===== src/rtl/controlador_irrigacao_if.sv =====
// Sensor, tick and actuator/display signals of the irrigation controller.
interface controlador_irrigacao_if;
   logic       tick;
   logic       H, M, L;
   logic       Us, Ua, T;
   logic       Vs, Bs, Ve;
   logic       erro, alarme, ocupado;
   logic [3:0] seg_u, seg_d, min_u, min_d;

   modport master (
      output tick, H, M, L, Us, Ua, T,
      input  Vs, Bs, Ve, erro, alarme, ocupado, seg_u, seg_d, min_u, min_d
   );

   modport slave (
      input  tick, H, M, L, Us, Ua, T,
      output Vs, Bs, Ve, erro, alarme, ocupado, seg_u, seg_d, min_u, min_d
   );
endinterface


===== src/rtl/controlador_irrigacao.sv =====
// Irrigation session controller: timed sprinkler/drip sessions, rest period,
// tank refill with hysteresis, latched sensor fault and mm:ss BCD elapsed time.
module controlador_irrigacao #(
   parameter int unsigned T_ASP   = 120,
   parameter int unsigned T_GOT   = 300,
   parameter int unsigned T_PAUSA = 60
) (
   input logic                    clk,
   input logic                    reset,
   controlador_irrigacao_if.slave bus
);

   localparam int unsigned CW = 12;
   localparam logic [CW-1:0] DUR_ASP   = CW'(T_ASP);
   localparam logic [CW-1:0] DUR_GOT   = CW'(T_GOT);
   localparam logic [CW-1:0] DUR_PAUSA = CW'(T_PAUSA);

   typedef enum logic [2:0] {
      OCIOSO   = 3'd0,
      ASPERSAO = 3'd1,
      GOTEJO   = 3'd2,
      PAUSA    = 3'd3,
      ERRO     = 3'd4
   } estado_t;

   estado_t       estado;
   logic [CW-1:0] decorrido, duracao, repouso;
   logic          vazio, baixo, medio, cheio, falha;
   logic [3:0]    su_n, sd_n, mu_n, md_n;

   // Tank level decode; any non-thermometer code is a sensor fault
   always_comb begin
      vazio = ({bus.H, bus.M, bus.L} == 3'b000);
      baixo = ({bus.H, bus.M, bus.L} == 3'b001);
      medio = ({bus.H, bus.M, bus.L} == 3'b011);
      cheio = ({bus.H, bus.M, bus.L} == 3'b111);
      falha = ~(vazio | baixo | medio | cheio);
   end

   // Next mm:ss value with BCD carries, 59:59 wraps to 00:00
   always_comb begin
      su_n = bus.seg_u + 4'd1;
      sd_n = bus.seg_d;
      mu_n = bus.min_u;
      md_n = bus.min_d;
      if (bus.seg_u == 4'd9) begin
         su_n = 4'd0;
         sd_n = bus.seg_d + 4'd1;
         if (bus.seg_d == 4'd5) begin
            sd_n = 4'd0;
            mu_n = bus.min_u + 4'd1;
            if (bus.min_u == 4'd9) begin
               mu_n = 4'd0;
               md_n = (bus.min_d == 4'd5) ? 4'd0 : bus.min_d + 4'd1;
            end
         end
      end
   end

   always_ff @(posedge clk) begin
      if (reset) begin
         estado      <= OCIOSO;
         decorrido   <= '0;
         duracao     <= '0;
         repouso     <= '0;
         bus.Vs      <= 1'b0;
         bus.Bs      <= 1'b0;
         bus.Ve      <= 1'b0;
         bus.erro    <= 1'b0;
         bus.alarme  <= 1'b0;
         bus.ocupado <= 1'b0;
         bus.seg_u   <= 4'd0;
         bus.seg_d   <= 4'd0;
         bus.min_u   <= 4'd0;
         bus.min_d   <= 4'd0;
      end else begin
         if (estado != ERRO && falha) begin
            estado      <= ERRO;
            bus.Vs      <= 1'b0;
            bus.Bs      <= 1'b0;
            bus.ocupado <= 1'b0;
            bus.erro    <= 1'b1;
         end else begin
            case (estado)
               OCIOSO: begin
                  // Method and duration are frozen here for the whole session
                  if (bus.Us && !vazio) begin
                     bus.ocupado <= 1'b1;
                     decorrido   <= '0;
                     bus.seg_u   <= 4'd0;
                     bus.seg_d   <= 4'd0;
                     bus.min_u   <= 4'd0;
                     bus.min_d   <= 4'd0;
                     if (bus.Ua || bus.T) begin
                        estado  <= GOTEJO;
                        bus.Bs  <= 1'b1;
                        duracao <= DUR_GOT;
                     end else begin
                        estado  <= ASPERSAO;
                        bus.Vs  <= 1'b1;
                        duracao <= DUR_ASP;
                     end
                  end
               end
               ASPERSAO, GOTEJO: begin
                  if (bus.tick) begin
                     decorrido <= decorrido + CW'(1);
                     bus.seg_u <= su_n;
                     bus.seg_d <= sd_n;
                     bus.min_u <= mu_n;
                     bus.min_d <= md_n;
                  end
                  if (vazio || !bus.Us ||
                      (bus.tick && (decorrido + CW'(1) == duracao))) begin
                     estado  <= PAUSA;
                     bus.Vs  <= 1'b0;
                     bus.Bs  <= 1'b0;
                     repouso <= '0;
                  end
               end
               PAUSA: begin
                  if (bus.tick) begin
                     if (repouso + CW'(1) == DUR_PAUSA) begin
                        estado      <= OCIOSO;
                        bus.ocupado <= 1'b0;
                     end else begin
                        repouso <= repouso + CW'(1);
                     end
                  end
               end
               ERRO: begin
               end
               default: estado <= OCIOSO;
            endcase
         end

         // Refill hysteresis: open at empty/low, close only at full
         if (estado == ERRO || falha) begin
            bus.Ve     <= 1'b0;
            bus.alarme <= 1'b0;
         end else begin
            bus.alarme <= vazio;
            if (vazio || baixo) bus.Ve <= 1'b1;
            else if (cheio)     bus.Ve <= 1'b0;
         end
      end
   end

endmodule


===== src/flat_wrapper.sv =====
// flat-port wrapper written by rule: the top's interface ports become plain ports
module controlador_irrigacao_flat 
#(
   parameter int unsigned T_ASP   = 120,
   parameter int unsigned T_GOT   = 300,
   parameter int unsigned T_PAUSA = 60
)
  (clk, reset, bus_tick, bus_H, bus_M, bus_L, bus_Us, bus_Ua, bus_T, bus_Vs, bus_Bs, bus_Ve, bus_erro, bus_alarme, bus_ocupado, bus_seg_u, bus_seg_d, bus_min_u, bus_min_d);
  controlador_irrigacao_if bus_i ();
  input logic clk;
  input logic reset;
  input wire logic [$bits(bus_i.tick)-1:0] bus_tick;
  input wire logic [$bits(bus_i.H)-1:0] bus_H;
  input wire logic [$bits(bus_i.M)-1:0] bus_M;
  input wire logic [$bits(bus_i.L)-1:0] bus_L;
  input wire logic [$bits(bus_i.Us)-1:0] bus_Us;
  input wire logic [$bits(bus_i.Ua)-1:0] bus_Ua;
  input wire logic [$bits(bus_i.T)-1:0] bus_T;
  output wire logic [$bits(bus_i.Vs)-1:0] bus_Vs;
  output wire logic [$bits(bus_i.Bs)-1:0] bus_Bs;
  output wire logic [$bits(bus_i.Ve)-1:0] bus_Ve;
  output wire logic [$bits(bus_i.erro)-1:0] bus_erro;
  output wire logic [$bits(bus_i.alarme)-1:0] bus_alarme;
  output wire logic [$bits(bus_i.ocupado)-1:0] bus_ocupado;
  output wire logic [$bits(bus_i.seg_u)-1:0] bus_seg_u;
  output wire logic [$bits(bus_i.seg_d)-1:0] bus_seg_d;
  output wire logic [$bits(bus_i.min_u)-1:0] bus_min_u;
  output wire logic [$bits(bus_i.min_d)-1:0] bus_min_d;
  assign bus_i.tick = bus_tick;
  assign bus_i.H = bus_H;
  assign bus_i.M = bus_M;
  assign bus_i.L = bus_L;
  assign bus_i.Us = bus_Us;
  assign bus_i.Ua = bus_Ua;
  assign bus_i.T = bus_T;
  assign bus_Vs = bus_i.Vs;
  assign bus_Bs = bus_i.Bs;
  assign bus_Ve = bus_i.Ve;
  assign bus_erro = bus_i.erro;
  assign bus_alarme = bus_i.alarme;
  assign bus_ocupado = bus_i.ocupado;
  assign bus_seg_u = bus_i.seg_u;
  assign bus_seg_d = bus_i.seg_d;
  assign bus_min_u = bus_i.min_u;
  assign bus_min_d = bus_i.min_d;
  controlador_irrigacao #(.T_ASP(T_ASP), .T_GOT(T_GOT), .T_PAUSA(T_PAUSA)) u_core (.clk(clk), .reset(reset), .bus(bus_i));
endmodule

===== config.mk =====
export PLATFORM = sky130hd
export DESIGN_NAME = controlador_irrigacao_flat
export DESIGN_NICKNAME = d
export VERILOG_FILES = /design/src/rtl/controlador_irrigacao_if.sv /design/src/rtl/controlador_irrigacao.sv /design/src/flat_wrapper.sv
export SDC_FILE = /design/constraint.sdc
export NUM_CORES = 1
export LEC_CHECK = 0
export CORE_MARGIN = 10
export CORE_UTILIZATION = 40
export CTS_CLUSTER_DIAMETER = 120
export DETAILED_ROUTE_END_ITERATION = 10
export DONT_BUFFER_PORTS = 1
export PLACE_DENSITY = 0.58
export SLEW_MARGIN = 10
export SYNTH_ARGS = -nofsm -noshare
export SYNTH_HDL_FRONTEND = slang
export SYNTH_SLANG_ARGS = --single-unit

===== constraint.sdc =====
create_clock -name clk -period 6.1 [get_ports clk]
set_input_delay 0.915 -clock clk [delete_from_list [all_inputs] [get_ports clk]]
set_output_delay 0.915 -clock clk [all_outputs]
set_load 0.02 [all_outputs]

==> summary.log, run 1 <==
INFO  worst_setup_path required=6310ps
INFO  worst_setup_path worstReg2RegStart=u_core.repouso[0]
INFO  routing        route.detailed.vias_per_inst=5.804
INFO  worst_setup_path worst_path_max_fanout=13
INFO  global_routing grt_pass1_vias=2649
INFO  final_layout   stdcell_area=3407um2
INFO  global_routing grt_util_met2=0.1997
INFO  timing         max_slew_margin=0.4663
INFO  floorplan      floorplan.rows=33
INFO  global_routing grt_antenna_before_repair=0
INFO  timing         timing.final.ws_setup=3094ps
INFO  floorplan      die_area=12490um2
INFO  logic_synthesis ys_seq_area_frac=0.3092
INFO  logic_synthesis netlist_top_cells_count=52 x sky130_fd_sc_hd__dfxtp_1, 41 x sky130_fd_sc_hd__nor2_1, 40 x sky130_fd_sc_hd__a21oi_1, 31 x sky130_fd_sc_hd__nand2_1, 27 x sky130_fd_sc_hd__o21ai_0
INFO  final_layout   layout.core_utilization=0.4146
INFO  clock_tree     cts.root.buffer_cell=sky130_fd_sc_hd__clkbuf_8
INFO  routing        dr_total_vias=2879
INFO  placement      place.gp.congestion=0.7657
INFO  power          cellInternalPower=442.5uW
INFO  floorplan      initial_utilization=0.4098
INFO  floorplan      coreArea=8217um2
INFO  outcome        outcome=complete, no violations
INFO  power          switching_power=161.2uW
INFO  clock_tree     worstSkewPairLatency=300ps
INFO  logic_synthesis post_synth.cell_area_avg=8.113um2
INFO  power          switching_share_of_power=0.2670
INFO  logic_synthesis synthesis.instances=415
INFO  global_routing grt_first_pass_wirelength=13140um
INFO  global_routing track_usage=0.1197
INFO  routing        drt.antenna.violating_nets=0
INFO  global_routing congestion_overflow_gr=0
INFO  floorplan      num_io_pins=31
INFO  global_routing globalRouteMet1Util=0.1478
INFO  final_layout   syn_to_final_growth=1.189%
INFO  timing         final_setup_violating_endpoints=0
INFO  logic_synthesis synth-edff-count=0
INFO  worst_setup_path r2r_cells=8
INFO  placement      dp_cells=491
INFO  final_layout   n_fill_cell=827
INFO  clock_tree     clock_tree.buffer_depth=2
INFO  routing        drc_errors=0
INFO  worst_setup_path start_kind=flop
INFO  logic_synthesis yosys.cell_types.count=71
INFO  worst_setup_path cp_data_arrival_time=3210ps
INFO  global_routing routing_layer_with_the_top_usage_in_global_route=met2
INFO  logic_synthesis yosysWarningCount=0
INFO  timing         finClkSkew=8.538ps
INFO  logic_synthesis yosys.area.top_type=sky130_fd_sc_hd__dfxtp_1
INFO  timing         rsz0062_at_grt=no
INFO  placement      buffer_ports.inserted=0
INFO  hold_path      holdCritStartpoint=u_core.duracao[5]
INFO  floorplan      die_w=111.7um
INFO  placement      dp_hpwl=5398um
INFO  hold_path      timing.hold.worst_path_depth=2
INFO  routing        detail_route.iter0.violations=209
INFO  routing        drt_first_pass_iters=4
INFO  power          irDropWorstVdd=0.07222mV
INFO  routing        avgRoutedWirePerCell=15.51um
INFO  logic_synthesis ys_seq_elements=52
INFO  timing         worst_pin_slew=800.6ps
INFO  power          p_clk_frac=0.304
INFO  worst_setup_path crit_reg_reg_endpoint=u_core.repouso[8]
INFO  worst_setup_path endpoint_kind=flop
INFO  placement      detailed_place.area=3338um2
INFO  flow_run       drv_cap=0
INFO  timing         final.hold.worst_slack=526.9ps
INFO  timing         timing_hold_violations_final=0
INFO  clock_tree     cts.clk_slew.worst_paths=90ps
INFO  power          pwr_density_cell=177.2nW/um2
INFO  worst_setup_path reg2reg_setup_slack=3090ps
INFO  clock_tree     cts-buffers-inserted=5
INFO  logic_synthesis syn_area=3367um2
INFO  floorplan      die_y=111.7um
INFO  logic_synthesis synthesis.nets=427
INFO  global_routing grt_max_degree=54
INFO  timing         achievable-frequency=0.3327GHz
INFO  timing         report.final.slew_viol_count=0
INFO  clock_tree     post_cts_setup_buffer_count=0
INFO  power          leakagePower=0.9969nW
INFO  logic_synthesis async_reset_ff_frac=0
INFO  hold_path      hold_path_end=u_core.duracao[5]
INFO  power          power.share.sequential=0.600
INFO  final_layout   layoutNonFillerInstCount=496
INFO  final_layout   nNetsFinal=405
INFO  logic_synthesis yosys_most_used_dff=sky130_fd_sc_hd__dfxtp_1
INFO  timing         finalCritPeriodShare=0.4928
INFO  logic_synthesis synth_top_cells_by_area=sky130_fd_sc_hd__dfxtp_1 31%, sky130_fd_sc_hd__a21oi_1 5.9%, sky130_fd_sc_hd__nor2_1 4.6%, sky130_fd_sc_hd__o21ai_0 4.0%, sky130_fd_sc_hd__o32ai_2 3.9%
INFO  clock_tree     clock_sink_count=52
INFO  final_layout   diodes=0
INFO  placement      pre_cts_ws=3052ps
INFO  clock_tree     cts_hold_buf=0
INFO  logic_synthesis yosysTopAreaCellShare=0.3092
INFO  routing        finalWirelength=7693um
INFO  global_routing gr-usage-met3=0.03113
INFO  timing         finalCriticalPeriod=3006ps
INFO  final_layout   drive_gt1_frac=0.1023
INFO  clock_tree     clock_tree.htree_level_count=2
INFO  logic_synthesis post-synth-top-count-cell=sky130_fd_sc_hd__dfxtp_1
INFO  hold_path      timing.hold.worst.class=flop to flop
INFO  clock_tree     tritoncts=done
INFO  worst_setup_path criticalPathCategory=flop to flop
INFO  clock_tree     cts-resized-gates=0
INFO  power          power=603.7uW
INFO  power          pwr-share-comb=0.096
INFO  timing         tns=0ps
[worst max-delay path, cell delays in order (launching register included)]
cell                      delay [ps]
sky130_fd_sc_hd__dfxtp_1         410
sky130_fd_sc_hd__ha_1            300
sky130_fd_sc_hd__and4_1          250
sky130_fd_sc_hd__a211o_1         260
sky130_fd_sc_hd__a21oi_1         160
sky130_fd_sc_hd__nand3_2         140
sky130_fd_sc_hd__o31ai_4         710
sky130_fd_sc_hd__a21oi_2         390
sky130_fd_sc_hd__o31ai_1         290
[state kept, by name, summed over array words and instances (netlist names)]
register            count
u_core.decorrido       12
u_core.repouso         12
u_core.bus.min_d        4
u_core.bus.min_u        4
u_core.bus.seg_d        4
u_core.bus.seg_u        4
u_core.duracao          3
u_core.estado           3
u_core.bus.Bs           1
u_core.bus.Ve           1
u_core.bus.Vs           1
u_core.bus.alarme       1
u_core.bus.erro         1
u_core.bus.ocupado      1
[layer usage]
layer	wire length [um]	up-vias	part of all wire
met4	77	0	0.010
met5	0	-	0
met1	3494	1366	0.45
met3	353	6	0.046
li1	-	1464	-
met2	3768	43	0.49
[cell usage in the layout, fill, tap and decap left out, types with 10 or more instances in the layout]
master                     instances
sky130_fd_sc_hd__dfxtp_1          52
sky130_fd_sc_hd__nor2_1           41
sky130_fd_sc_hd__a21oi_1          40
sky130_fd_sc_hd__nand2_1          31
sky130_fd_sc_hd__o21ai_0          27
sky130_fd_sc_hd__nand3_1          20
sky130_fd_sc_hd__nor3_1           17
sky130_fd_sc_hd__nand2b_1         14
sky130_fd_sc_hd__or3_1            10
[worst max path at each step]
stage / slack, ps / endpoint / start / cells after the start
4_1_cts: 3040 / u_core.repouso[8] / u_core.repouso[0] / 8
2_1_floorplan: 3650 / u_core.repouso[2] / bus_H / 8
3_3_place_gp: 3070 / u_core.repouso[2] / bus_H / 7
3_5_place_dp: 3050 / u_core.repouso[3] / bus_H / 7
6_report: 3090 / u_core.repouso[8] / u_core.repouso[0] / 8
5_1_grt: 2800 / u_core.repouso[8] / u_core.repouso[0] / 8
[layout make-up]
class	instances	area, um2	share of cell area
multi-input combinational	328	2136	0.6269
sequential	52	1041	0.3055
clock buffer	5	68.82	0.02020
tap	105	131.4	0.03856
timing repair buffer	2	15.01	0.004407
inverter	4	15.01	0.004407
[power by group through the flow]
stage,clock [mW],sequential (mW),combinational (mW)
6_report,0.183,0.363,0.0580
5_1_grt,0.203,0.364,0.0660
4_1_cts,0.190,0.363,0.0586
3_5_place_dp,0,0.371,0.0582
3_3_place_gp,0,0.371,0.0575
2_1_floorplan,0,0.365,0.0542
[cells by family after synthesis]
| kind of cell | after synthesis | synth area share |
|---|---|---|
| xor gates and xnor gates | 15 | 0.03902 |
| DFF | 52 | 0.3092 |
| adders and majority gates | 3 | 0.01115 |
| muxes | 4 | 0.01226 |
| and+or+nand+nor | 188 | 0.3148 |
| AOI/OAI and AO/OA | 118 | 0.2572 |
| buffers and inverters | 35 | 0.05648 |
Note: power is estimated with default switching activity, not from simulation.
==> run 2: changes to the inputs <==
PLACE_DENSITY = 0.6   (was 0.58)
clock period = 2.6 ns   (was 6.1 ns; I/O delays follow)
==> summary.log, run 2 (synthesis gave the netlist of run 1 again) <==
INFO  clock_tree     tritoncts=done [unchanged]
INFO  global_routing grt_max_degree=54 [unchanged]
INFO  clock_tree     cts.clk_slew.worst_paths=90ps [about the same]
INFO  power          pwr_density_cell=414.5nW/um2 [was 177.2 nW/um2]
INFO  final_layout   stdcell_area=3580um2 [was 3407 um2]
INFO  placement      detailed_place.area=3473um2 [was 3338 um2]
INFO  global_routing grt_antenna_before_repair=0 [unchanged]
INFO  floorplan      initial_utilization=0.4098 [unchanged]
INFO  hold_path      timing.hold.worst_path_depth=1 [was 2]
INFO  placement      place.gp.congestion=0.8586 [was 0.7657]
INFO  final_layout   multi_input_area=2143um2 [was 2136 um2]
INFO  clock_tree     cts-buffers-inserted=5 [unchanged]
INFO  power          power=1.484mW [was 603.7 uW]
INFO  timing         final_setup_violating_endpoints=0 [unchanged]
INFO  timing         final.hold.worst_slack=151.2ps [was 526.9 ps]
INFO  timing         timing_hold_violations_final=0 [unchanged]
INFO  clock_tree     cts_hold_buf=0 [unchanged]
INFO  timing         worst_pin_slew=436.7ps [was 800.6 ps]
INFO  power          leakagePower=1.100nW [was 0.9969 nW]
INFO  hold_path      timing.hold.worst.class=primary input to flop [was flop to flop]
INFO  timing         finClkSkew=10.31ps [was 8.538 ps]
INFO  worst_setup_path cp_data_arrival_time=2660ps [was 3210 ps]
INFO  floorplan      die_y=111.7um [unchanged]
INFO  timing         finalCriticalPeriod=2415ps [was 3006 ps]
INFO  worst_setup_path r2r_cells=7 [was 8]
INFO  routing        avgRoutedWirePerCell=15.44um [was 15.51 um]
INFO  timing         rsz0062_at_grt=no [unchanged]
INFO  global_routing track_usage=0.1246 [was 0.1197]
INFO  routing        finalWirelength=7980um [was 7693 um]
INFO  final_layout   layout.core_utilization=0.4357 [was 0.4146]
INFO  final_layout   n_fill_cell=830 [was 827]
INFO  power          p_clk_frac=0.323 [was 0.304]
INFO  routing        drt_first_pass_iters=4 [unchanged]
INFO  final_layout   nNetsFinal=423 [was 405]
INFO  global_routing grt_pass1_vias=2769 [was 2649]
INFO  final_layout   drive_gt1_frac=0.1553 [was 0.1023]
INFO  power          irDropWorstVdd=0.1833mV [was 0.07222 mV]
INFO  final_layout   top_regs=u_core.decorrido (12), u_core.repouso (12) [unchanged]
INFO  timing         report.final.slew_viol_count=0 [unchanged]
INFO  routing        detail_route.iter0.violations=104 [was 209]
INFO  power          cellInternalPower=1.094mW [was 442.5 uW]
INFO  clock_tree     worstSkewPairLatency=310ps [was 300 ps]
INFO  worst_setup_path critical-path-max-stage-delay=540ps [was 710 ps]
INFO  global_routing congestion_overflow_gr=0 [unchanged]
INFO  clock_tree     clock_sink_count=52 [unchanged]
INFO  worst_setup_path required=2840ps [was 6310 ps]
INFO  routing        drt.antenna.violating_nets=0 [unchanged]
INFO  final_layout   syn_to_final_growth=6.317% [was 1.189%]
INFO  final_layout   diodes=0 [unchanged]
INFO  final_layout   layout_commonest_cell=sky130_fd_sc_hd__dfxtp_1 [unchanged]
INFO  routing        route.detailed.vias_per_inst=5.853 [was 5.804]
INFO  routing        dr_total_vias=3026 [was 2879]
INFO  power          switching_share_of_power=0.2625 [was 0.2670]
INFO  clock_tree     clock_tree.buffer_depth=2 [unchanged]
INFO  power          power.share.sequential=0.570 [was 0.600]
INFO  timing         achievable-frequency=0.4141GHz [was 0.3327 GHz]
INFO  timing         tns=0ps [unchanged]
INFO  placement      buffer_ports.inserted=0 [unchanged]
INFO  worst_setup_path criticalPathCategory=flop to flop [unchanged]
INFO  final_layout   ff_latch_area=1046um2 [was 1041 um2]
INFO  floorplan      die_w=111.7um [unchanged]
INFO  outcome        outcome=complete, no violations [unchanged]
INFO  power          switching_power=389.6uW [was 161.2 uW]
INFO  worst_setup_path endpoint_kind=flop [unchanged]
INFO  floorplan      die_area=12490um2 [unchanged]
INFO  worst_setup_path start_kind=flop [unchanged]
INFO  global_routing grt_first_pass_wirelength=13500um [was 13140 um]
INFO  worst_setup_path crit_path_cell_trace=nand2_1 > nor4_2 > mux2_2 > a41oi_2 > o31ai_4 > or4b_1 > o21ai_2 [was ha_1 > and4_1 > a211o_1 > a21oi_1 > nand3_2 > o31ai_4 > a21oi_2 > o31ai_1]
INFO  routing        drc_errors=0 [unchanged]
INFO  worst_setup_path timing.critical_path.slowest_stage_cell=sky130_fd_sc_hd__or4b_1 [was sky130_fd_sc_hd__o31ai_4]
INFO  floorplan      coreArea=8217um2 [unchanged]
INFO  timing         max_slew_margin=0.7058 [was 0.4663]
INFO  floorplan      num_io_pins=31 [unchanged]
INFO  floorplan      floorplan.rows=33 [unchanged]
INFO  flow_run       drv_cap=0 [unchanged]
INFO  power          pwr-share-comb=0.107 [was 0.096]
INFO  placement      dp_hpwl=5781um [was 5398 um]
INFO  clock_tree     clock_tree.htree_level_count=2 [unchanged]
INFO  final_layout   mostFrequentLayoutCells=48 x sky130_fd_sc_hd__dfxtp_1, 41 x sky130_fd_sc_hd__nor2_1, 40 x sky130_fd_sc_hd__a21oi_1 [was 52 x sky130_fd_sc_hd__dfxtp_1, 41 x sky130_fd_sc_hd__nor2_1, 40 x sky130_fd_sc_hd__a21oi_1]
INFO  timing         finalCritPeriodShare=0.9289 [was 0.4928]
INFO  clock_tree     cts.root.buffer_cell=sky130_fd_sc_hd__clkbuf_8 [unchanged]
INFO  worst_setup_path worst_path_max_fanout=7 [was 13]
[run 2: cell types whose count changed in the layout (fill, tap and decap cells not counted)]
cell	before	now
sky130_fd_sc_hd__buf_6	0	1
sky130_fd_sc_hd__dfxtp_2	0	4
sky130_fd_sc_hd__buf_4	2	19
sky130_fd_sc_hd__a41oi_1	1	0
sky130_fd_sc_hd__clkbuf_1	0	2
sky130_fd_sc_hd__a41oi_2	1	2
sky130_fd_sc_hd__clkbuf_8	5	6
sky130_fd_sc_hd__dfxtp_1	52	48
[run 2: timing repair]
item | in CTS | in global routing
setup buffers | 0 | 0
endpoints found under the hold margin | 0 | 0
endpoints found under the setup margin | 0 | 12
resized for setup | 0 | 6
[run 2: final timing paths]
| kind | startpoint | to | slack [ps] |
|---|---|---|---|
| max | u_core.repouso[4] | u_core.repouso[1] | 180 |
| min | bus_M | u_core.bus.alarme | 150 |
| max reg2reg | u_core.repouso[4] | u_core.repouso[1] | 180 |
| min reg2reg | u_core.duracao[5] | u_core.duracao[5] | 520 |
[run 2: critical path, delay by kind of cell (launching register included)]
kind / cells / cell delay (ps)
compound gates: 3 / 420
flops: 1 / 450
mux: 1 / 390
simple gates: 3 / 1090
[run 2: per-layer routing]
layer / wire length, um / global-route usage
met1: 3538 / 0.1473
met2: 3967 / 0.2117
met5: 0 / 0
met3: 321 / 0.03060
met4: 152 / 0.04713
[run 2: area by class of cell]
| class | instances | area share |
|---|---|---|
| multi-input combinational | 328 | 0.5987 |
| sequential | 52 | 0.2922 |
| timing repair buffer | 20 | 0.04299 |
| tap | 105 | 0.03670 |
| clock buffer | 8 | 0.02517 |
| inverter | 4 | 0.004194 |
[run 2: per-stage QoR]
stage               cells  worst slack, ps
floorplan             415            312.7
global placement      509            206.0
detailed placement    509            137.9
CTS                   517            106.4
global route          517            22.53
finish                517            185.0
[run 2: power groups by stage]
stage | sequential (mW) | combinational, mW | clock, mW
after global placement | 0.864 | 0.157 | 0
after CTS | 0.846 | 0.159 | 0.501
after detailed placement | 0.865 | 0.159 | 0
after global routing | 0.850 | 0.177 | 0.527
after floorplan | 0.857 | 0.127 | 0
final | 0.846 | 0.158 | 0.480
==> run 3: changes to the inputs <==
CTS_BUF_LIST = sky130_fd_sc_hd__clkbuf_4 sky130_fd_sc_hd__clkbuf_8   (was unset)
==> summary.log, run 3 (synthesis gave the netlist of run 1 again) <==
INFO  worst_setup_path start_kind=flop [unchanged]
INFO  final_layout   mostFrequentLayoutCells=48 x sky130_fd_sc_hd__dfxtp_1, 41 x sky130_fd_sc_hd__nor2_1, 40 x sky130_fd_sc_hd__a21oi_1 [unchanged]
INFO  placement      pre_cts_ws=137.9ps [unchanged]
INFO  final_layout   syn_to_final_growth=6.540% [was 6.317%]
INFO  floorplan      die_w=111.7um [unchanged]
INFO  global_routing globalRouteMet1Util=0.1476 [was 0.1473]
INFO  placement      place.gp.congestion=0.8586 [unchanged]
INFO  timing         timing_hold_violations_final=0 [unchanged]
INFO  worst_setup_path cp_data_arrival_time=2660ps [about the same]
INFO  floorplan      die_y=111.7um [unchanged]
INFO  placement      dp_hpwl=5781um [unchanged]
INFO  timing         report.final.slew_viol_count=0 [unchanged]
INFO  worst_setup_path crit_path_start=u_core.repouso[4] [unchanged]
INFO  power          switching_power=391.6uW [was 389.6 uW]
INFO  worst_setup_path crit_reg_reg_endpoint=u_core.repouso[1] [unchanged]
INFO  clock_tree     cts.root.buffer_cell=sky130_fd_sc_hd__clkbuf_8 [unchanged]
INFO  power          irDropWorstVdd=0.1836mV [was 0.1833 mV]
INFO  routing        dr_total_vias=2992 [was 3026]
INFO  routing        drc_errors=0 [unchanged]
INFO  timing         achievable-frequency=0.4144GHz [was 0.4141 GHz]
INFO  routing        avgRoutedWirePerCell=15.42um [was 15.44 um]
INFO  clock_tree     worstSkewPairLatency=310ps [about the same]
INFO  routing        route.detailed.vias_per_inst=5.787 [was 5.853]
INFO  hold_path      timing.hold.worst_path_depth=1 [unchanged]
INFO  timing         max_slew_margin=0.7058 [about the same]
INFO  clock_tree     cts_hold_buf=0 [unchanged]
INFO  floorplan      initial_utilization=0.4098 [unchanged]
INFO  global_routing gr-usage-met3=0.03060 [unchanged]
INFO  routing        finalWirelength=7973um [was 7980 um]
INFO  clock_tree     cts-buffers-inserted=5 [unchanged]
INFO  timing         finalCriticalPeriod=2413ps [was 2415 ps]
INFO  timing         rsz0062_at_grt=no [unchanged]
INFO  floorplan      floorplan.rows=33 [unchanged]
INFO  timing         finalCritPeriodShare=0.9281 [was 0.9289]
INFO  clock_tree     clock_sink_count=52 [unchanged]
INFO  global_routing grt_pass1_vias=2770 [was 2769]
INFO  global_routing grt_antenna_before_repair=0 [unchanged]
INFO  global_routing grt_first_pass_wirelength=13510um [was 13500 um]
INFO  timing         tns=0ps [unchanged]
INFO  outcome        outcome=complete, no violations [unchanged]
INFO  global_routing grt_util_met2=0.2117 [unchanged]
INFO  global_routing routing_layer_with_the_top_usage_in_global_route=met2 [unchanged]
INFO  clock_tree     cts-resized-gates=0 [unchanged]
INFO  worst_setup_path r2r_cells=7 [unchanged]
INFO  worst_setup_path worst_path_max_fanout=7 [unchanged]
INFO  power          power.share.sequential=0.561 [was 0.570]
INFO  worst_setup_path reg2reg_setup_slack=190ps [was 180 ps]
INFO  worst_setup_path endpoint_kind=flop [unchanged]
INFO  final_layout   diodes=0 [unchanged]
INFO  final_layout   drive_gt1_frac=0.1602 [was 0.1553]
INFO  timing         worst_pin_slew=436.6ps [was 436.7 ps]
INFO  clock_tree     tritoncts=done [unchanged]
INFO  flow_run       drv_cap=0 [unchanged]
INFO  routing        detail_route.iter0.violations=110 [was 104]
INFO  routing        drt_first_pass_iters=5 [was 4]
INFO  final_layout   layout_commonest_cell=sky130_fd_sc_hd__dfxtp_1 [unchanged]
INFO  power          p_clk_frac=0.334 [was 0.323]
INFO  routing        drt.antenna.violating_nets=0 [unchanged]
INFO  global_routing grt_max_degree=54 [unchanged]
INFO  hold_path      holdCritStartpoint=bus_M [unchanged]
INFO  floorplan      num_io_pins=31 [unchanged]
INFO  power          pwr-share-comb=0.105 [was 0.107]
INFO  global_routing track_usage=0.1247 [was 0.1246]
INFO  clock_tree     clock_tree.htree_level_count=2 [unchanged]
INFO  timing         timing.final.ws_setup=187.0ps [was 185.0 ps]
INFO  final_layout   nNetsFinal=423 [unchanged]
INFO  hold_path      timing.hold.worst.class=primary input to flop [unchanged]
INFO  worst_setup_path required=2840ps [about the same]
INFO  hold_path      hold_path_end=u_core.bus.alarme [unchanged]
INFO  worst_setup_path criticalPathCategory=flop to flop [unchanged]
INFO  power          switching_share_of_power=0.2599 [was 0.2625]
INFO  worst_setup_path worstReg2RegStart=u_core.repouso[4] [unchanged]
INFO  placement      buffer_ports.inserted=0 [unchanged]
INFO  floorplan      die_area=12490um2 [unchanged]
INFO  floorplan      coreArea=8217um2 [unchanged]
INFO  power          leakagePower=1.107nW [was 1.100 nW]
INFO  global_routing congestion_overflow_gr=0 [unchanged]
INFO  timing         finClkSkew=10.25ps [was 10.31 ps]
INFO  clock_tree     clock_tree.buffer_depth=2 [unchanged]
INFO  timing         final.hold.worst_slack=149.6ps [was 151.2 ps]
INFO  power          pwr_density_cell=420.1nW/um2 [was 414.5 nW/um2]
INFO  timing         final_setup_violating_endpoints=0 [unchanged]
INFO  power          cellInternalPower=1.115mW [was 1.094 mW]
INFO  clock_tree     post_cts_setup_buffer_count=0 [unchanged]
INFO  clock_tree     cts.clk_slew.worst_paths=90ps [about the same]
INFO  final_layout   top_regs=u_core.decorrido (12), u_core.repouso (12) [unchanged]
-- run 3: cell counts in the layout (fill, tap and decap cells not counted) --
No cell type changed its count.
-- run 3: how the worst max path moves through the flow --
stage / endpoint / cells past startpoint
2_1_floorplan: u_core.repouso[2] / 9
3_3_place_gp: u_core.repouso[8] / 9
3_5_place_dp: u_core.repouso[8] / 9
4_1_cts: u_core.repouso[8] / 9
5_1_grt: u_core.repouso[2] / 9
6_report: u_core.repouso[1] / 7
-- run 3: metal layers --
layer / wire, um / vias to the layer above
li1: - / 1509
met1: 3564 / 1421
met2: 3922 / 48
met3: 334 / 14
met4: 152 / 0
met5: 0 / -
-- run 3: final cells by class --
cell class	count	area [um2]
repair buffers	20	153.9
flip-flops and latches	52	1046
well taps	105	131.4
multi-input cells	328	2143
inverters	4	15.01
clock buffers	8	97.59
fillers	828	4629
-- run 3: per-stage QoR --
stage / cells / area, um2 / total power [mW] / util
after detailed placement: 509 / 3473 / 1.023 / 0.4227
after CTS: 517 / 3571 / 1.527 / 0.4346
final: 517 / 3587 / 1.507 / 0.4366
after floorplan: 415 / 3367 / 0.9837 / -
after global routing: 517 / 3587 / 1.576 / 0.4366
after global placement: 509 / 3473 / 1.020 / 0.4227
-- run 3: critical path, cell delays in order, from the launching register on --
cell                      delay [ps]
sky130_fd_sc_hd__dfxtp_1         450
sky130_fd_sc_hd__nand2_1         170
sky130_fd_sc_hd__nor4_2          380
sky130_fd_sc_hd__mux2_2          390
sky130_fd_sc_hd__a41oi_2         220
sky130_fd_sc_hd__o31ai_4         130
sky130_fd_sc_hd__or4b_1          540
sky130_fd_sc_hd__o21ai_2          70
-- run 3: power groups by stage --
stage	logic [mW]	clock network, mW	registers, mW
2_1_floorplan	0.127	0	0.857
3_3_place_gp	0.157	0	0.864
3_5_place_dp	0.159	0	0.865
4_1_cts	0.159	0.522	0.846
5_1_grt	0.177	0.549	0.850
6_report	0.159	0.503	0.846
